## src/rtl/psm_ramp_sequencer.sv

```systemverilog
// Phase-shift modulator sequencer: arm, soft ramp, run tracking, ramp-down and fault trip.
// Command changes are applied only on carrier-period ticks, at most one step per tick.
module psm_ramp_sequencer #(
    parameter int unsigned BITS_DATA   = 16,
    parameter int unsigned ARM_PERIODS = 4
) (
    input  logic                 CLK,
    input  logic                 RST,
    input  logic                 iENABLE,
    input  logic                 iCLEAR,
    input  logic                 iFAULT,
    input  logic                 iPERIOD_TICK,
    input  logic [BITS_DATA-1:0] iFREQUENCY,
    input  logic [BITS_DATA-1:0] iSTEP,
    input  logic [BITS_DATA-1:0] iSPS_target,
    input  logic [BITS_DATA-1:0] iDPS_target,
    input  logic                 iSPS_target_sign,
    input  logic                 iDPS_target_sign,
    output logic                 oPSM_RST,
    output logic [BITS_DATA-1:0] oSPS_value,
    output logic [BITS_DATA-1:0] oDPS_value,
    output logic                 oSPS_sign,
    output logic                 oDPS_sign,
    output logic [2:0]           oSTATE,
    output logic                 oDONE
);

    localparam int unsigned CW = BITS_DATA + 1;
    localparam int unsigned AW = BITS_DATA + 2;
    localparam int unsigned NW = 8;

    typedef enum logic [2:0] {
        ST_IDLE     = 3'd0,
        ST_ARM      = 3'd1,
        ST_RAMP     = 3'd2,
        ST_RUN      = 3'd3,
        ST_RAMPDOWN = 3'd4,
        ST_FAULT    = 3'd5
    } state_t;

    state_t                 state_q, state_d;
    logic signed [CW-1:0]   cur_s_q, cur_s_d;
    logic signed [CW-1:0]   cur_d_q, cur_d_d;
    logic [NW-1:0]          cnt_q, cnt_d;
    logic                   psm_rst_q, psm_rst_d;
    logic [BITS_DATA-1:0]   sps_val_q, dps_val_q;
    logic                   sps_sign_q, dps_sign_q;
    logic                   done_q;

    logic [BITS_DATA-1:0]   lim_c;
    logic signed [CW-1:0]   tgt_s_c, tgt_d_c;
    logic signed [CW-1:0]   up_s_c, up_d_c, dn_s_c, dn_d_c;

    // Clamp a target magnitude to the limit, then apply its sign.
    function automatic logic signed [CW-1:0] conv(input logic [BITS_DATA-1:0] mag,
                                                  input logic                 neg,
                                                  input logic [BITS_DATA-1:0] lim);
        logic [BITS_DATA-1:0] m;
        m = (mag > lim) ? lim : mag;
        return neg ? -$signed({1'b0, m}) : $signed({1'b0, m});
    endfunction

    // One ramp step toward tgt; difference carried in AW bits so it cannot overflow.
    function automatic logic signed [CW-1:0] ramp(input logic signed [CW-1:0] cur,
                                                  input logic signed [CW-1:0] tgt,
                                                  input logic [BITS_DATA-1:0] step);
        logic signed [AW-1:0] diff;
        logic signed [AW-1:0] stp;
        logic signed [AW-1:0] dmag;
        diff = AW'(tgt) - AW'(cur);
        stp  = $signed({2'b00, step});
        dmag = diff[AW-1] ? -diff : diff;
        if (step == '0 || dmag <= stp) begin
            return tgt;
        end
        if (diff[AW-1]) begin
            return CW'(AW'(cur) - stp);
        end
        return CW'(AW'(cur) + stp);
    endfunction

    function automatic logic [BITS_DATA-1:0] mag_of(input logic signed [CW-1:0] v);
        logic signed [CW-1:0] a;
        a = v[CW-1] ? -v : v;
        return BITS_DATA'(a);
    endfunction

    always_comb begin
        lim_c   = (iFREQUENCY < BITS_DATA'(2)) ? '0 : iFREQUENCY - BITS_DATA'(2);
        tgt_s_c = conv(iSPS_target, iSPS_target_sign, lim_c);
        tgt_d_c = conv(iDPS_target, iDPS_target_sign, lim_c);
        up_s_c  = ramp(cur_s_q, tgt_s_c, iSTEP);
        up_d_c  = ramp(cur_d_q, tgt_d_c, iSTEP);
        dn_s_c  = ramp(cur_s_q, '0, iSTEP);
        dn_d_c  = ramp(cur_d_q, '0, iSTEP);
    end

    // Next-state and command update; fault outranks everything but reset.
    always_comb begin
        state_d   = state_q;
        cur_s_d   = cur_s_q;
        cur_d_d   = cur_d_q;
        cnt_d     = cnt_q;
        psm_rst_d = psm_rst_q;

        if (iFAULT) begin
            state_d = ST_FAULT;
            cur_s_d = '0;
            cur_d_d = '0;
        end else begin
            case (state_q)
                ST_IDLE: begin
                    cur_s_d = '0;
                    cur_d_d = '0;
                    if (iENABLE) begin
                        state_d = ST_ARM;
                        cnt_d   = '0;
                    end
                end
                ST_ARM: begin
                    if (!iENABLE) begin
                        state_d = ST_IDLE;
                    end else if (iPERIOD_TICK) begin
                        cnt_d = cnt_q + NW'(1);
                        if (({1'b0, cnt_q} + 9'd1) == 9'(ARM_PERIODS)) begin
                            state_d = ST_RAMP;
                        end
                    end
                end
                ST_RAMP: begin
                    if (!iENABLE) begin
                        state_d = ST_RAMPDOWN;
                    end else if (iPERIOD_TICK) begin
                        cur_s_d = up_s_c;
                        cur_d_d = up_d_c;
                        if (up_s_c == tgt_s_c && up_d_c == tgt_d_c) begin
                            state_d = ST_RUN;
                        end
                    end
                end
                ST_RUN: begin
                    if (!iENABLE) begin
                        state_d = ST_RAMPDOWN;
                    end else if (cur_s_q != tgt_s_c || cur_d_q != tgt_d_c) begin
                        state_d = ST_RAMP;
                    end
                end
                ST_RAMPDOWN: begin
                    if (iENABLE) begin
                        state_d = ST_RAMP;
                    end else if (iPERIOD_TICK) begin
                        cur_s_d = dn_s_c;
                        cur_d_d = dn_d_c;
                        if (dn_s_c == '0 && dn_d_c == '0) begin
                            state_d = ST_IDLE;
                        end
                    end
                end
                ST_FAULT: begin
                    cur_s_d = '0;
                    cur_d_d = '0;
                    if (iCLEAR) begin
                        state_d = ST_IDLE;
                    end
                end
                default: begin
                    state_d = ST_IDLE;
                    cur_s_d = '0;
                    cur_d_d = '0;
                end
            endcase
        end

        // Modulator reset: immediate in FAULT, one cycle late when IDLE is reached from a live state.
        psm_rst_d = (state_d == ST_FAULT)
                 || (((state_q == ST_IDLE) || (state_q == ST_FAULT)) && (state_d != ST_ARM));
    end

    always_ff @(posedge CLK) begin
        if (RST) begin
            state_q    <= ST_IDLE;
            cur_s_q    <= '0;
            cur_d_q    <= '0;
            cnt_q      <= '0;
            psm_rst_q  <= 1'b1;
            sps_val_q  <= '0;
            dps_val_q  <= '0;
            sps_sign_q <= 1'b0;
            dps_sign_q <= 1'b0;
            done_q     <= 1'b0;
        end else begin
            state_q    <= state_d;
            cur_s_q    <= cur_s_d;
            cur_d_q    <= cur_d_d;
            cnt_q      <= cnt_d;
            psm_rst_q  <= psm_rst_d;
            sps_val_q  <= mag_of(cur_s_d);
            dps_val_q  <= mag_of(cur_d_d);
            sps_sign_q <= cur_s_d[CW-1];
            dps_sign_q <= cur_d_d[CW-1];
            done_q     <= (state_d == ST_RUN);
        end
    end

    assign oPSM_RST   = psm_rst_q;
    assign oSPS_value = sps_val_q;
    assign oDPS_value = dps_val_q;
    assign oSPS_sign  = sps_sign_q;
    assign oDPS_sign  = dps_sign_q;
    assign oSTATE     = state_q;
    assign oDONE      = done_q;

endmodule

```

## config.mk

```make
export PLATFORM = sky130hd
export DESIGN_NAME = psm_ramp_sequencer
export DESIGN_NICKNAME = d
export VERILOG_FILES = /design/src/rtl/psm_ramp_sequencer.sv
export SDC_FILE = /design/constraint.sdc
export NUM_CORES = 1
export LEC_CHECK = 0
export ABC_CLOCK_PERIOD_IN_PS = 16200
export BUFFER_PORTS_ARGS = -buffer_cell sky130_fd_sc_hd__buf_2
export CAP_MARGIN = 20
export CELL_PAD_IN_SITES_DETAIL_PLACEMENT = 0
export CELL_PAD_IN_SITES_GLOBAL_PLACEMENT = 1
export CORE_MARGIN = 2
export CORE_UTILIZATION = 35
export DETAILED_ROUTE_END_ITERATION = 6
export PLACE_DENSITY_LB_ADDON = 0.1
export SLEW_MARGIN = 20
export SYNTH_ARGS = -nofsm -noshare
export SYNTH_HDL_FRONTEND = slang
export SYNTH_SLANG_ARGS = --single-unit
```

## constraint.sdc

```tcl
create_clock -name CLK -period 16.2 [get_ports CLK]
set_input_delay 1.62 -clock CLK [delete_from_list [all_inputs] [get_ports CLK]]
set_output_delay 1.62 -clock CLK [all_outputs]
set_load 0.005 [all_outputs]
```

# [Word level (Yosys, flattened, before mapping)]
# Cells that the tools add are included.
[totals] input_bits=72 reg_bits=81 wordCells=140 output_inout_bits=39
[classes] eq_ne=16 muxes=70 n_reduce_logical=17 addsub=19 order_cmp=7 n_bitwise=1
[ops] operator="$mux W17" n=28
[ops] operator="$pmux W17 S3" n=2
[ops] operator="$mux W16" n=5
[ops] operator="$le A18 B17 Y1" n=4
[ops] operator="$mux W18" n=4
[ops] operator="$neg A18 Y18" n=4
[ops] operator="$mux W3" n=14
[ops] operator="$sub A1 B17 Y18 const A" n=2
[ops] operator="$sub A17 B17 Y18" n=2
[ops] operator="$add A17 B17 Y17" n=2
[ops] operator="$eq A17 B17 Y1" n=2
[ops] operator="$logic_not A17 Y1" n=2
[ops] operator="$ne A17 B17 Y1" n=2
[ops] operator="$neg A16 Y17" n=2
[ops] operator="$sub A17 B17 Y17" n=2
[ops] operator="$gt A16 B16 Y1" n=2
[ops] operator="$neg A16 Y16" n=2
[ops] operator="$mux W8" n=3
[ops] operator="$pmux W3 S6" n=1
[ops] operator="$logic_not A16 Y1" n=1
[ops] operator="$lt A16 B2 Y1 const B" n=1
[ops] operator="$pmux W8 S2" n=1
[ops] operator="$sub A16 B2 Y16 const B" n=1
[ops] operator="$mux W1" n=12
[ops] operator="other kinds (15)" n=29

# [Longest topological paths before layout]
[depth] depth_word=25 ltp_mapped=53 mapped_depth_nobuf=48

# [Least setup slack after synthesis]
# Ideal clock, no wire load.
[synth_path] path_type="input -> register" startpoint="input iFREQUENCY[8]" endpoint="register dps_val_q[14] (netlist: oDPS_value[14])" stages=47 setup_time_ns=0.123 arrival_time_ns=12.360 path_slack_ns=3.717 t_required_ns=16.077 n_path_buf=7 cell_sequence="or4_1 buf_2 or4b_4 nor2_1 nor2_1 inv_1 ha_1 nand4_1 nor4_1 o21ai_0 a31oi_1 clkbuf_1 nand2_1 nand2_1 nand2_1 xnor2_1 ha_1 clkbuf_1 (+11 left out) xnor2_1 ha_1 o21a_1 o21a_1 o21a_1 o21ai_0 a21oi_1 o21ai_0 a21oi_1 nor4_2 nor3_2 o31ai_1 o21ai_0 ha_1 nor2b_1 a21boi_2 a31oi_1 mux2_1"
[synth_via] elab_chain_len=19 word_cells_on_any_way=25 classes_between="5 x add/sub; 3 x order compare; 16 x mux; 1 x reduce/logical"
[synth_lines] item="from (decl)" line="13" source="input logic [BITS_DATA-1:0] iFREQUENCY,"
[synth_lines] item="$sub A16 B2 Y16 or $lt A16 B2 Y1 (tied branches)" line="89" source="lim_c = (iFREQUENCY < BITS_DATA'(2)) ? '0 : iFREQUENCY - BITS_DATA'(2);"
[synth_lines] item="$mux W16 (*)" line="89"
[synth_lines] item="$gt A16 B16 Y1" line="59" source="m = (mag > lim) ? lim : mag;"
[synth_lines] item="$mux W16 (*)" line="59"
[synth_lines] item="$neg A16 Y17" line="60" source="return neg ? -$signed({1'b0, m}) : $signed({1'b0, m});"
[synth_lines] item="$mux W17 (*)" line="60"
[synth_lines] item="$sub A17 B17 Y18" line="70" source="diff = AW'(tgt) - AW'(cur);"
[synth_lines] item="$neg A18 Y18" line="72" source="dmag = diff[AW-1] ? -diff : diff;"
[synth_lines] item="(+3 left out)"
[synth_lines] item="$mux W1" line="73" source="if (step == '0 || dmag <= stp) begin"
[synth_lines] item="$mux W17 (*)" line="76" source="if (diff[AW-1]) begin"
[synth_lines] item="$mux W17 (*)" line="133" source="end else if (iPERIOD_TICK) begin"
[synth_lines] item="$mux W17 (*)" line="131" source="if (!iENABLE) begin"
[synth_lines] item="$pmux W17 S3 (*)" line="111" source="case (state_q)"
[synth_lines] item="$mux W17 (*)" line="106" source="if (iFAULT) begin"
[synth_lines] item="$neg A16 Y16" line="84" source="a = v[CW-1] ? -v : v;"
[synth_lines] item="$mux W16 (*)" line="84"
[synth_lines] item="to (signal assigned)" line="198" source="dps_val_q <= mag_of(cur_d_d);"
[synth_lines] item="to (decl)" line="46" source="logic [BITS_DATA-1:0] sps_val_q, dps_val_q;"
# Every way passes the cells marked *; elsewhere a longest branch is shown, timed or not. The select of a mux whose other input is x is not followed.
# A chain may end at the register's enable or synchronous reset.

# [Final worst setup path]
[layout_path] startpoint="input iFREQUENCY[8]" endpoint="register sps_val_q[10] (netlist: oSPS_value[10])"
[layout_via] elab_chain_len=19 word_cells_on_any_way=25 classes_between="5 x add/sub; 3 x order compare; 16 x mux; 1 x reduce/logical"
[layout_lines] item="$sub A16 B2 Y16 or $lt A16 B2 Y1 (tied branches)" line="89"
[layout_lines] item="$mux W16 (*)" line="89"
[layout_lines] item="$gt A16 B16 Y1" line="59"
[layout_lines] item="$mux W16 (*)" line="59"
[layout_lines] item="$neg A16 Y17" line="60"
[layout_lines] item="$mux W17 (*)" line="60"
[layout_lines] item="$sub A17 B17 Y18" line="70"
[layout_lines] item="$neg A18 Y18" line="72"
[layout_lines] item="(+3 left out)"
[layout_lines] item="$mux W1" line="73"
[layout_lines] item="$mux W17 (*)" line="76"
[layout_lines] item="$mux W17 (*)" line="133"
[layout_lines] item="$mux W17 (*)" line="131"
[layout_lines] item="$pmux W17 S3 (*)" line="111"
[layout_lines] item="$mux W17 (*)" line="106"
[layout_lines] item="$neg A16 Y16" line="84"
[layout_lines] item="$mux W16 (*)" line="84"
[layout_lines] item="to (signal assigned)" line="197" source="sps_val_q <= mag_of(cur_s_d);"
[layout_lines] item="to (decl)" line="46"
# Marked as above.

==> flow_summary.toml <==
[outcome]
outcome = "completed"

[clock_tree]
tritoncts = "done"
cts_setup_buffers = 0
cts-root-buf = "clkbuf_16"
clk_pin_slew_ps = 70
cts_resized = 0
clockBufferDepth = 2
clkSinkCount = 77
ctsHoldBuffers = 0
worstSkewPairLatency_ps = 360
cts_buffers = 9
h-tree-depth = 3

[floorplan]
core_sq_um = 47700
die-height_microns = 224
initial_core_util_pct = 35.4
num_rows = 80
die_x_microns = 224
ios = 111
die-area_sq_um = 50100

[yosys]
avgSynthCellArea_sq_um = 7.11
syn_nets = 2655
synth_common_cells = "247 x nor2_1, 201 x a21oi_1, 198 x ha_1, 198 x xnor2_1, 163 x nand2_1"
ys_async_sr_fraction_pct = 0
synthDistinctLibCells = 101
synth_edf_count = 0
ys.flop_type = "dfxtp_1"
synth_top_area_share_pct = 14.6
synth_most_common_cell = "nor2_1"
synth_cells = 2379
synth_warnings = 0
yosysTopAreaCell = "ha_1"
syn_area_sq_um = 16900
yosysSeqAreaShare_pct = 9.11
synthTopCellsByArea = "ha_1 15%, xnor2_1 10%, dfxtp_1 9.1%"
ys_ff_latch = 77

[placed_design]
placement.cell_area_sq_um = 18000
place.detailed.hpwl_microns = 59300
io_buffers = 110
gp_congestion = 0.920

[power]
ir_drop_mv = 0.0498
power.density_nw_per_um2 = 65.4
p_leak_nw = 7.66

[timing]
slew_headroom_pct = 20.7
fin_crit_sh_pct = 90.8
finalSetupTns_ps = 0
fmax_mhz = 68.0
grt_setup_unrepaired = "false"
fin_skew_ps = 13.8
hold_viol_final = 0
finalCriticalPeriod_ps = 14700
slew_viol_final = 0
whs_ps = 487
worstMarginPinSlew_ps = 1170
setup_viol = 0

[route]
first_pass_iters = 6
drtIter0Drc = 1711
antenna_left = 0
drc = 0
vias_per_cell = 5.99
wl_per_cell_microns = 24.0
finalWirelength_microns = 73000
vias = 18224

[worst_setup_path]
slowest_delay_ps = 1040
worstPathRequired_ps = 16430
cp.arrival_ps = 14940
crit_fanout = 23
worst_setup_path_start_kind = "primary input"
crit_path_end_kind = "flop"
criticalPathCategory = "primary input to flop"
slowest_stage = "nor4b_1"

[finish]
area_growth_pct = 8.57
final_nets = 2696
fin_area_sq_um = 18400
drive_above_1_share_pct = 9.86
fin_util_pct = 38.5

[global_routing]
grt_pass1_vias = 17120
grt_pass1_wl_microns = 107000
grt_antenna_before_repair = 0
grt_start_max_net_pins = 30
gr-total-overflow = 0
gr-usage-all-layers_pct = 28.2

[min_path]
min_path_type = "flop to flop"

[job]
cap_violations = 0
[flip-flops by register name, indices dropped and copies added (netlist names)]
name and count:
oDONE 1, oPSM_RST 1, cur_s_q 17, cur_d_q 17
cnt_q 8, oSPS_value 15, oDPS_value 15, oSTATE 3
[per-layer routing]
metal | up-vias | GRT usage (%) | wire (microns)
li1 | 8788 | - | -
met2 | 606 | 47.9 | 34400
met3 | 118 | 3.73 | 4120
met4 | 0 | 9.66 | 2480
met1 | 8712 | 36.7 | 31900
met5 | - | 0 | 0
[cell families (layout without fill, tap and decap cells)]
| logic type | count (synthesis) | after routing | share of synthesized area [%] |
|---|---|---|---|
| AO/OA/AOI/OAI | 714 | 714 | 28.3 |
| XOR/XNOR | 246 | 246 | 12.7 |
| adder cells (fa/ha/maj) | 204 | 204 | 15.4 |
| buffers and inverters | 258 | 304 | 6.00 |
| flip-flops | 77 | 77 | 9.11 |
| multiplexers | 64 | 64 | 4.27 |
| other | 0 | 2 | 0 |
| AND/OR/NAND/NOR | 816 | 816 | 24.2 |
[cell usage in the layout, fill, tap and decap left out, drive strengths merged, types with 14 or more instances in the layout]
| cell type | count |
|---|---|
| mux2i | 43 |
| o211ai | 22 |
| nor4 | 34 |
| and3 | 14 |
| o21ai | 141 |
| nor2b | 32 |
| ha | 198 |
| nor3 | 73 |
| a211o | 14 |
| a21oi | 201 |
| nand2b | 30 |
| or2 | 16 |
| inv | 156 |
| nand4 | 40 |
| nand2 | 164 |
| or4 | 18 |
| xor2 | 48 |
| or3 | 34 |
| and2 | 30 |
| o21a | 35 |
| xnor2 | 198 |
| a31oi | 49 |
| nand3 | 51 |
| nor2 | 248 |
| a211oi | 21 |
| mux2 | 16 |
| buf | 133 |
| a22oi | 16 |
| dfxtp | 77 |
| a21o | 41 |
| o31ai | 27 |
| o41ai | 17 |
| o21bai | 16 |
[power by group]
group / total, mW / leakage, nW / internal [mW] / switching, mW
Combinational: 0.792 / 6.90 / 0.287 / 0.505
Clock: 0.218 / 0.142 / 0.125 / 0.0933
Sequential: 0.192 / 0.621 / 0.190 / 0.00192
Total: 1.20 / 7.66 / 0.602 / 0.600
[area by class of cell]
| cell class | instances | area (sq um) |
|---|---|---|
| diodes | 2 | 5.00 |
| flip-flops and latches | 77 | 1540 |
| fillers | 5124 | 29400 |
| multi-input cells | 2044 | 14400 |
| repair buffers | 133 | 723 |
| inverters | 155 | 582 |
| clock inverters | 6 | 70.1 |
| clock buffers | 10 | 239 |
| well taps | 615 | 769 |
[critical path: cells and delay by family]
family                   cells  cell delay, ps
AO/OA/AOI/OAI               19            4280
buffers and inverters        3             510
adder cells (fa/ha/maj)      4            1160
AND/OR/NAND/NOR             16            5820
multiplexers                 1             760
XOR/XNOR                     2             740
[per-stage QoR]
step | total power [mW] | instances | setup slack, ps
2_1_floorplan | 0.760 | 2379 | 3720
3_3_place_gp | 0.971 | 3022 | 320
3_5_place_dp | 0.972 | 3023 | 1060
4_1_cts | 1.19 | 3039 | 1360
5_1_grt | 1.29 | 3040 | 686
6_report | 1.20 | 3042 | 1500
[final timing paths]
check	startpoint	to	slack, ps	depth (start not counted)
max	iFREQUENCY[8]	oSPS_value[10]	1500	45
min	cnt_q[7]	cnt_q[7]	490	1
max reg2reg	cur_s_q[0]	oSPS_value[10]	7200	31
min reg2reg	cnt_q[7]	cnt_q[7]	490	1
(Power assumes the default switching activity.)
